[src/rtl/ula_multiciclo.sv]
// ula_multiciclo: registered, multi-cycle ALU with iterative multiply/divide.
//
// Keeps the 3-bit ULAControl op map of the combinational ULA. Each result is
// registered, and results are presented with a Start/Busy/Done handshake.
//   clk, reset (async, active-high)
//   Start       one-cycle request; SrcA/SrcB/ULAControl sampled on that edge
//   SrcA, SrcB  WIDTH-bit operands
//   ULAControl  000 AND, 001 OR, 010 ADD, 011 MUL, 100 DIV, 101 EQ, 110 SUB, 111 SLT
//   Busy        high from the cycle after Start through the Done cycle
//   Done        one-cycle pulse; outputs change only in this cycle
//   ULAResult   result / MUL low half / DIV quotient
//   ULAResultHi MUL high half / DIV remainder, else 0
//   FlagZ, FlagC, FlagDiv0  zero/compare, carry/borrow, divide-by-zero
// Parameters: WIDTH (>=2), SLT_SIGNED (1: two's-complement SLT).
// Build option: define ULA_DIV_EN to build the iterative divider. Without it,
// op 100 finishes in one cycle with zero results and FlagZ=1.
module ula_multiciclo #(
  parameter int WIDTH      = 8,
  parameter bit SLT_SIGNED = 1'b0
) (
  input  logic             clk,
  input  logic             reset,
  input  logic             Start,
  input  logic [WIDTH-1:0] SrcA,
  input  logic [WIDTH-1:0] SrcB,
  input  logic [2:0]       ULAControl,
  output logic             Busy,
  output logic             Done,
  output logic [WIDTH-1:0] ULAResult,
  output logic [WIDTH-1:0] ULAResultHi,
  output logic             FlagZ,
  output logic             FlagC,
  output logic             FlagDiv0
);

  localparam int CW = $clog2(WIDTH + 1);
  localparam logic [CW-1:0] LAST = CW'(WIDTH);

  typedef enum logic [2:0] {
    OP_AND = 3'b000,
    OP_OR  = 3'b001,
    OP_ADD = 3'b010,
    OP_MUL = 3'b011,
    OP_DIV = 3'b100,
    OP_EQ  = 3'b101,
    OP_SUB = 3'b110,
    OP_SLT = 3'b111
  } op_t;

  typedef enum logic [1:0] {IDLE, EXEC1, ITER, DONE} state_t;

  state_t           state, state_n;
  op_t              op_in, op_q;
  logic [WIDTH-1:0] a_q, b_q;
  logic [WIDTH-1:0] p_hi, p_lo;
  logic [CW-1:0]    cnt;
  logic             iter_req, finish, step;

  logic [WIDTH:0]   msum;
  logic [WIDTH-1:0] res_n, hi_n;
  logic             z_n, c_n, d0_n, lt;

  always_comb op_in = op_t'(ULAControl);

  // Divide by zero never enters ITER; it completes through EXEC1.
  always_comb begin
    iter_req = (op_in == OP_MUL);
`ifdef ULA_DIV_EN
    if (op_in == OP_DIV && SrcB != '0) iter_req = 1'b1;
`endif
  end

  always_ff @(posedge clk or posedge reset) begin
    if (reset) state <= IDLE;
    else       state <= state_n;
  end

  // ITER performs WIDTH steps while cnt counts 0..WIDTH-1. The extra ITER
  // cycle at cnt==WIDTH latches the result. This gives Done at t+WIDTH+2.
  always_comb begin
    state_n = state;
    Busy    = (state != IDLE);
    Done    = (state == DONE);
    finish  = 1'b0;
    step    = 1'b0;
    case (state)
      IDLE:  if (Start) state_n = iter_req ? ITER : EXEC1;
      EXEC1: begin
        state_n = DONE;
        finish  = 1'b1;
      end
      ITER: begin
        if (cnt == LAST) begin
          state_n = DONE;
          finish  = 1'b1;
        end else begin
          step = 1'b1;
        end
      end
      DONE:    state_n = IDLE;
      default: state_n = IDLE;
    endcase
  end

  // Shift-add multiply: p_hi accumulates, and p_lo holds the multiplier,
  // which shifts out as the product's low half shifts in.
  always_comb msum = {1'b0, p_hi} + (p_lo[0] ? {1'b0, a_q} : '0);

`ifdef ULA_DIV_EN
  // Restoring divide: p_hi is the partial remainder and p_lo is the dividend.
  // Quotient bits shift into p_lo from the right.
  logic [WIDTH:0]   dshift;
  logic             dge;
  logic [WIDTH-1:0] ddiff;
  always_comb begin
    dshift = {p_hi, p_lo[WIDTH-1]};
    dge    = (dshift >= {1'b0, b_q});
    ddiff  = dshift[WIDTH-1:0] - b_q;
  end
`endif

  always_ff @(posedge clk or posedge reset) begin
    if (reset) begin
      a_q  <= '0;
      b_q  <= '0;
      op_q <= OP_AND;
      cnt  <= '0;
      p_hi <= '0;
      p_lo <= '0;
    end else if (state == IDLE && Start) begin
      a_q  <= SrcA;
      b_q  <= SrcB;
      op_q <= op_in;
      cnt  <= '0;
      p_hi <= '0;
      p_lo <= (op_in == OP_MUL) ? SrcB : SrcA;
    end else if (step) begin
      cnt <= cnt + CW'(1);
      if (op_q == OP_MUL) begin
        p_hi <= msum[WIDTH:1];
        p_lo <= {msum[0], p_lo[WIDTH-1:1]};
      end
`ifdef ULA_DIV_EN
      else if (dge) begin
        p_hi <= ddiff;
        p_lo <= {p_lo[WIDTH-2:0], 1'b1};
      end else begin
        p_hi <= dshift[WIDTH-1:0];
        p_lo <= {p_lo[WIDTH-2:0], 1'b0};
      end
`endif
    end
  end

  always_comb begin
    res_n = '0;
    hi_n  = '0;
    c_n   = 1'b0;
    d0_n  = 1'b0;
    lt    = 1'b0;
    z_n   = 1'b0;
    case (op_q)
      OP_AND: res_n = a_q & b_q;
      OP_OR:  res_n = a_q | b_q;
      OP_ADD: {c_n, res_n} = {1'b0, a_q} + {1'b0, b_q};
      OP_MUL: begin
        res_n = p_lo;
        hi_n  = p_hi;
      end
      OP_DIV: begin
`ifdef ULA_DIV_EN
        if (b_q == '0) begin
          res_n = '1;
          hi_n  = a_q;
          d0_n  = 1'b1;
        end else begin
          res_n = p_lo;
          hi_n  = p_hi;
        end
`endif
      end
      OP_EQ:  res_n = {{(WIDTH-1){1'b0}}, (a_q == b_q)};
      OP_SUB: {c_n, res_n} = {1'b0, a_q} - {1'b0, b_q};
      OP_SLT: begin
        lt    = SLT_SIGNED ? ($signed(a_q) < $signed(b_q)) : (a_q < b_q);
        res_n = {{(WIDTH-1){1'b0}}, lt};
      end
      default: ;
    endcase
    if (op_q == OP_EQ)       z_n = (a_q != b_q);
    else if (op_q == OP_SUB) z_n = (a_q == b_q);
    else                     z_n = (res_n == '0);
  end

  always_ff @(posedge clk or posedge reset) begin
    if (reset) begin
      ULAResult   <= '0;
      ULAResultHi <= '0;
      FlagZ       <= 1'b0;
      FlagC       <= 1'b0;
      FlagDiv0    <= 1'b0;
    end else if (finish) begin
      ULAResult   <= res_n;
      ULAResultHi <= hi_n;
      FlagZ       <= z_n;
      FlagC       <= c_n;
      FlagDiv0    <= d0_n;
    end
  end

endmodule

[config.mk]
export PLATFORM = sky130hd
export DESIGN_NAME = ula_multiciclo
export DESIGN_NICKNAME = d
export VERILOG_FILES = /design/src/rtl/ula_multiciclo.sv
export SDC_FILE = /design/constraint.sdc
export NUM_CORES = 1
export LEC_CHECK = 0
export ABC_AREA = 1
export BUFFER_PORTS_ARGS = -buffer_cell sky130_fd_sc_hd__buf_2
export CAP_MARGIN = 10
export CORE_UTILIZATION = 55
export CTS_CLUSTER_SIZE = 25
export DETAILED_ROUTE_END_ITERATION = 12
export PLACE_DENSITY = 0.86
export SETUP_SLACK_MARGIN = 0.3
export SLEW_MARGIN = 5
export SYNTH_ARGS = -nofsm -noshare
export SYNTH_HDL_FRONTEND = slang
export SYNTH_SLANG_ARGS = --single-unit
[constraint.sdc]
create_clock -name clk -period 2.85 [get_ports clk]
set_input_delay 0.57 -clock clk [delete_from_list [all_inputs] [get_ports clk]]
set_output_delay 0.57 -clock clk [all_outputs]
set_load 0.05 [all_outputs]
# After elaboration in Yosys (flattened, before gate mapping)
# Index checks and enable logic that the tools add are counted.
dict set report totals {
  ff_bits 59
  latchBits 0
  mem_bits_rw 0
  romBits 0
  inputBits 22
  output_inout_bits 21
  word_cells 65
  mem_count 0
}
dict set report op_classes {
  n_addsub 4
  multipliers 0
  n_div 0
  magnitude_cmp 1
  n_eq_ne 15
  shifts 0
  n_mux 23
  n_bitwise 2
  reduce_logical 9
}
# op n
set op_table {}
lappend op_table {{two-way mux 8 bit} 9}
lappend op_table {{one-hot mux 8 bit (7 select lines)} 1}
lappend op_table {{adder 8 x 8 -> 9 bit} 2}
lappend op_table {{equality test 3 x 2 -> 1 bit, second input constant} 3}
lappend op_table {{equality test 3 bit, second input constant} 3}
lappend op_table {{subtractor 8 x 8 -> 9 bit} 1}
lappend op_table {{bitwise AND 8 bit} 1}
lappend op_table {{equality test 8 bit} 1}
lappend op_table {{logical NOT 8 bit} 1}
lappend op_table {{less-than comparator 8 bit} 1}
lappend op_table {{two-way mux 4 bit} 2}
lappend op_table {{!= test 8 bit} 1}
lappend op_table {{OR 8 bit} 1}
lappend op_table {{one-hot mux 2 bit (4 select lines)} 1}
lappend op_table {{two-way mux 2 bit} 3}
lappend op_table {{nonzero test 2 bit} 3}
lappend op_table {{two-way mux 1 bit} 5}
lappend op_table {{adder 4 x 1 -> 4 bit, second input constant} 1}
lappend op_table {{equality test 2 bit, second input constant} 2}
lappend op_table {{equality test 4 bit, second input constant} 1}
lappend op_table {{!= test 2 bit, second input constant} 2}
lappend op_table {{one-hot mux 1 bit (2 select lines)} 2}
lappend op_table {{AND reduction 2 bit} 2}
lappend op_table {{equality test 3 x 1 -> 1 bit, second input constant} 1}
lappend op_table {{other kinds (4)} 4}

# Depth between registers and ports, before layout
dict set report logic_depth {
  depth_word 5
  ltp_mapped 18
  mapped_depth_nobuf 17
}

# Least setup slack after synthesis
# Ideal clock, no wire load.
dict set report synth_path {
  path_type {register to register}
  startpoint {register p_lo[0]}
  endpoint {register p_hi[7]}
  setup_time_ps 123
  arrival_ps 2057
  t_required_ps 2727
  setup_slack_ps 670
  path_stages_with_launch 17
  n_path_buf 1
  synth_period_minus_slack_ps 2180
  cell_sequence {dfrtp_1 -> clkbuf_1 -> nand2_1 -> inv_1 -> ha_1 -> fa_1 -> nand2_1 -> nand2_1 -> nand2_1 -> nand2_1 -> nand2_1 -> nand2_1 -> a21oi_1 -> nor2_1 -> o21a_1 -> o21ai_0 -> nand2_1}
}
dict set report synth_between {
  elab_chain_cells 5
}
# item line_no
set synth_lines {}
lappend synth_lines {{from (decl)} 55} ;# logic [WIDTH-1:0] p_hi, p_lo;
lappend synth_lines {{from (signal assigned)} 136} ;# p_lo <= (op_in == OP_MUL) ? SrcB : SrcA;
lappend synth_lines {{from (signal assigned)} 141} ;# p_lo <= {msum[0], p_lo[WIDTH-1:1]};
lappend synth_lines {{two-way mux 8 bit} 107} ;# always_comb msum = {1'b0, p_hi} + (p_lo[0] ? {1'b0, a_q} : '0);
lappend synth_lines {{adder 8 x 8 -> 9 bit} 107}
lappend synth_lines {{two-way mux 8 bit} 139} ;# if (op_q == OP_MUL) begin
lappend synth_lines {{two-way mux 8 bit} 137} ;# end else if (step) begin
lappend synth_lines {{two-way mux 8 bit} 130} ;# end else if (state == IDLE && Start) begin
lappend synth_lines {{to (signal assigned)} 140} ;# p_hi <= msum[WIDTH:1];
lappend synth_lines {{to (decl)} 55}
# Every way passes these cells. The select of a mux whose other input is x is not followed.
# A chain may end at the register's enable or synchronous reset.

# Worst setup path in the final report
# Same ends and word-level chain as after synthesis.

==> metrics.md <==
| Metric | Value |
|---|---|
| Pleak | 2.556 nW |
| Worst-path fanout max | 10 |
| Layout net count | 686 |
| Post-layout min period | 2.332 ns |
| Initial antenna violation count | 0 |
| Drt first-iter violations | 383 |
| PnR worst setup slack | 0.5182 ns |
| YS warnings | 0 |
| DR vias | 3927 |
| Gate Count Post-Synth | 584 |
| Final setup skew | 0.008692 ns |
| Reg2Reg Depth | 15 |
| CTS Buf Count | 9 |
| First-pass GRT wire length | 16990 um |
| Critical Path End Type | flip-flop |
| Grt ovf | 0 |
| Sw frac | 0.5218 |
| Reg power frac | 0.264 |
| Worst reg2reg setup slack | 0.52 ns |
| Largest net degree at the start of global routing | 60 |
| Uppermost layer routed | met4 |
| Met3 WL post-DR | 662 um |
| H-Tree Depth | 3 |
| Top cells by area, synth | dfrtp_1, nand2_1, ha_1, inv_1, o21ai_0 |
| Max cap viols | 0 |
| Clk root buf | clkbuf_8 |
| Antenna cells | 0 |
| Yosys top cell by area | dfrtp_1 |
| I/O pin total | 43 |
| Rows | 31 |
| Pre-CTS worst setup slack | 0.4874 ns |
| Required time of the critical path | 3.10 ns |
| Pwr Density | 1234 nW/um2 |
| FF-to-FF Start | p_lo[0] |
| Reg clk slew, reported paths | 0.07 ns |
| R2R Path End | p_hi[7] |
| DR WL/cell | 14.33 um |
| Max VDD drop | 0.5669 mV |
| Vias in the first global route | 3582 |
| # setup viols final | 0 |
| Psw | 2.976 mW |
| Setup TNS | 0 ns |
| Layout cells sized above 1 | 0.1132 |
| CTS tree | built |
| Internal | 2.728 mW |
| Syn Area/Cell | 7.081 um2 |
| Clk pwr share | 0.148 |
| Post-synth cell types | 29 |
| Core area | 7253 um2 |
| Drt total wl | 10400 um |
| # clock sinks | 59 |
| Combinational share of power | 0.588 |
| RSZ-0062 raised after global routing | false |
| Most common cell after layout, fill and taps aside | nand2_1 |
| Critical path type | flip-flop to flip-flop |
| DR WL met2 | 4776 um |
| Port Buf Inserts | 41 |
| HP Class | primary input to async pin |
| Layout Cells excl Fill | 726 |
| Vias per Instance | 5.409 |
| Syn Nets | 648 |
| Syn Std Cell Area | 4135 um2 |
| Max-slew violation count | 0 |
| Die height | 88.71 um |
| Fin. Hold Viols | 0 |
| Resize count post-CTS | 0 |
| Die ar. | 7869 um2 |
| Number of hold buffers added after cts | 0 |
| Met1 Wirelength | 4643 um |
| Remaining antenna violation count | 0 |
| Most frequent cells in the layout | nand2_1, inv_1, dfrtp_1 |
| Skew-Pair Late Insertion Delay | 0.36 ns |
| Tcrit/Tclk final | 0.8182 |
| Arrival time at the worst endpoint | 2.58 ns |
| Placer Congestion | 0.9241 |
| DRT Pass-1 Iters | 5 |
| CTS max path bufs | 2 |
| Area delta synth->final | 11.83% |
| Initial core utilization | 0.5701 |
| Yosys reg bits | 59 |
| Status | finished, final reports clean |
| CP Launch Type | flip-flop |
| Peak Freq | 428.9 MHz |
| Worst-margin pin slew | 0.7322 ns |
| Post-CTS setup buffer count | 0 |
| Share of the synthesized area in the top cell type | 0.3570 |
| Post-synthesis sequential area ratio | 0.3570 |
| Hpwl dp | 7820 um |
| Tot GR Track Use | 0.2874 |
| Cell count after placement | 710 |
| Die W | 88.71 um |
| Slew margin rel. | 0.5119 |
| # DRC | 0 |
[through the flow]
step	area, um2	hold WS (ns)	total power, mW	utilization
after CTS	4621	0.4326	5.650	0.6371
after floorplan	4135	0.4750	3.995	-
final	4624	0.4069	5.705	0.6376
after detailed placement	4412	0.4660	4.783	0.6082
after global routing	4624	0.4613	6.209	0.6376
after global placement	4412	0.4575	4.668	0.6082
[routing by layer]
metal | GRT usage | vias to the layer above
met3 | 0.04757 | 29
met4 | 0.1364 | 0
met5 | 0 | -
met1 | 0.3886 | 1797
li1 | - | 1943
met2 | 0.4503 | 158
[area by class of cell]
cell class,count,area [um2]
Timing Repair Buffer,47,250.2
Fill cell,675,2629
Clock inverter,5,77.57
Tap cell,99,123.9
Inverter,95,356.6
Clock buffer,11,131.4
Multi-Input combinational cell,410,2207
Sequential cell,59,1478
[power by group through the flow]
stage / combinational [mW] / clock (mW) / sequential [mW]
after global placement: 3.19 / 0 / 1.48
after global routing: 3.77 / 0.888 / 1.55
after detailed placement: 3.27 / 0 / 1.51
final: 3.35 / 0.843 / 1.51
after CTS: 3.31 / 0.845 / 1.50
after floorplan: 2.41 / 0 / 1.59
[critical path: stages, from the launching register on]
cell,delay (ns)
dfrtp_2,0.48
nand2_1,0.09
inv_1,0.04
ha_1,0.20
fa_1,0.39
nand2_1,0.09
nand2_1,0.06
nand2_1,0.06
nand2_1,0.06
nand2_1,0.08
nand2_1,0.06
a21oi_1,0.16
nor2_1,0.07
o21a_1,0.16
o21ai_0,0.14
nand2_1,0.06
[cell families after synthesis]
logic type	after synthesis	synth area share
and+or+nand+nor	257	0.2533
buffers and inverters	115	0.1098
AOI/OAI and AO/OA	109	0.1443
DFF	59	0.3570
adders and majority gates	42	0.1325
xor gates and xnor gates	1	0.002118
other	1	0.0009068
[how the worst max path moves through the flow]
| stage | to | slack [ns] | start |
|---|---|---|---|
| floorplan | p_hi[7] | 0.67 | p_lo[0] |
| global placement | p_hi[7] | 0.59 | p_lo[0] |
| detailed placement | p_lo[7] | 0.49 | op_q[1] |
| CTS | p_lo[7] | 0.45 | op_q[1] |
| global route | p_hi[7] | 0.32 | p_lo[0] |
| finish | p_hi[7] | 0.52 | p_lo[0] |
[sequential cells by signal (all words and copies together), names as in the netlist]
| register | count |
|---|---|
| ULAResultHi | 8 |
| ULAResult | 8 |
| a_q | 8 |
| b_q | 8 |
| p_hi | 8 |
| p_lo | 8 |
| cnt | 4 |
| op_q | 3 |
| state | 2 |
| FlagC | 1 |
| FlagZ | 1 |
[cells in the mapped netlist]
| master | count |
|---|---|
| o211ai_1 | 2 |
| nor2_1 | 50 |
| nor2_2 | 3 |
| o31ai_1 | 8 |
| inv_1 | 91 |
| ha_1 | 39 |
| clkbuf_1 | 10 |
| buf_2 | 6 |
| nand3_2 | 1 |
| nand3_1 | 44 |
| xor2_1 | 1 |
| a31oi_1 | 2 |
| a31o_2 | 1 |
| nand4_1 | 4 |
| clkinv_1 | 2 |
| fa_1 | 3 |
| conb_1 | 1 |
| o22ai_1 | 7 |
| nor3_1 | 3 |
| nand2_1 | 152 |
| o21ai_0 | 48 |
| a211oi_1 | 1 |
| dfrtp_1 | 59 |
| o21a_1 | 1 |
| o221ai_1 | 1 |
| buf_4 | 4 |
| a21oi_1 | 37 |
| inv_2 | 2 |
| o21bai_1 | 1 |
Power figures use the tool's default switching activity.
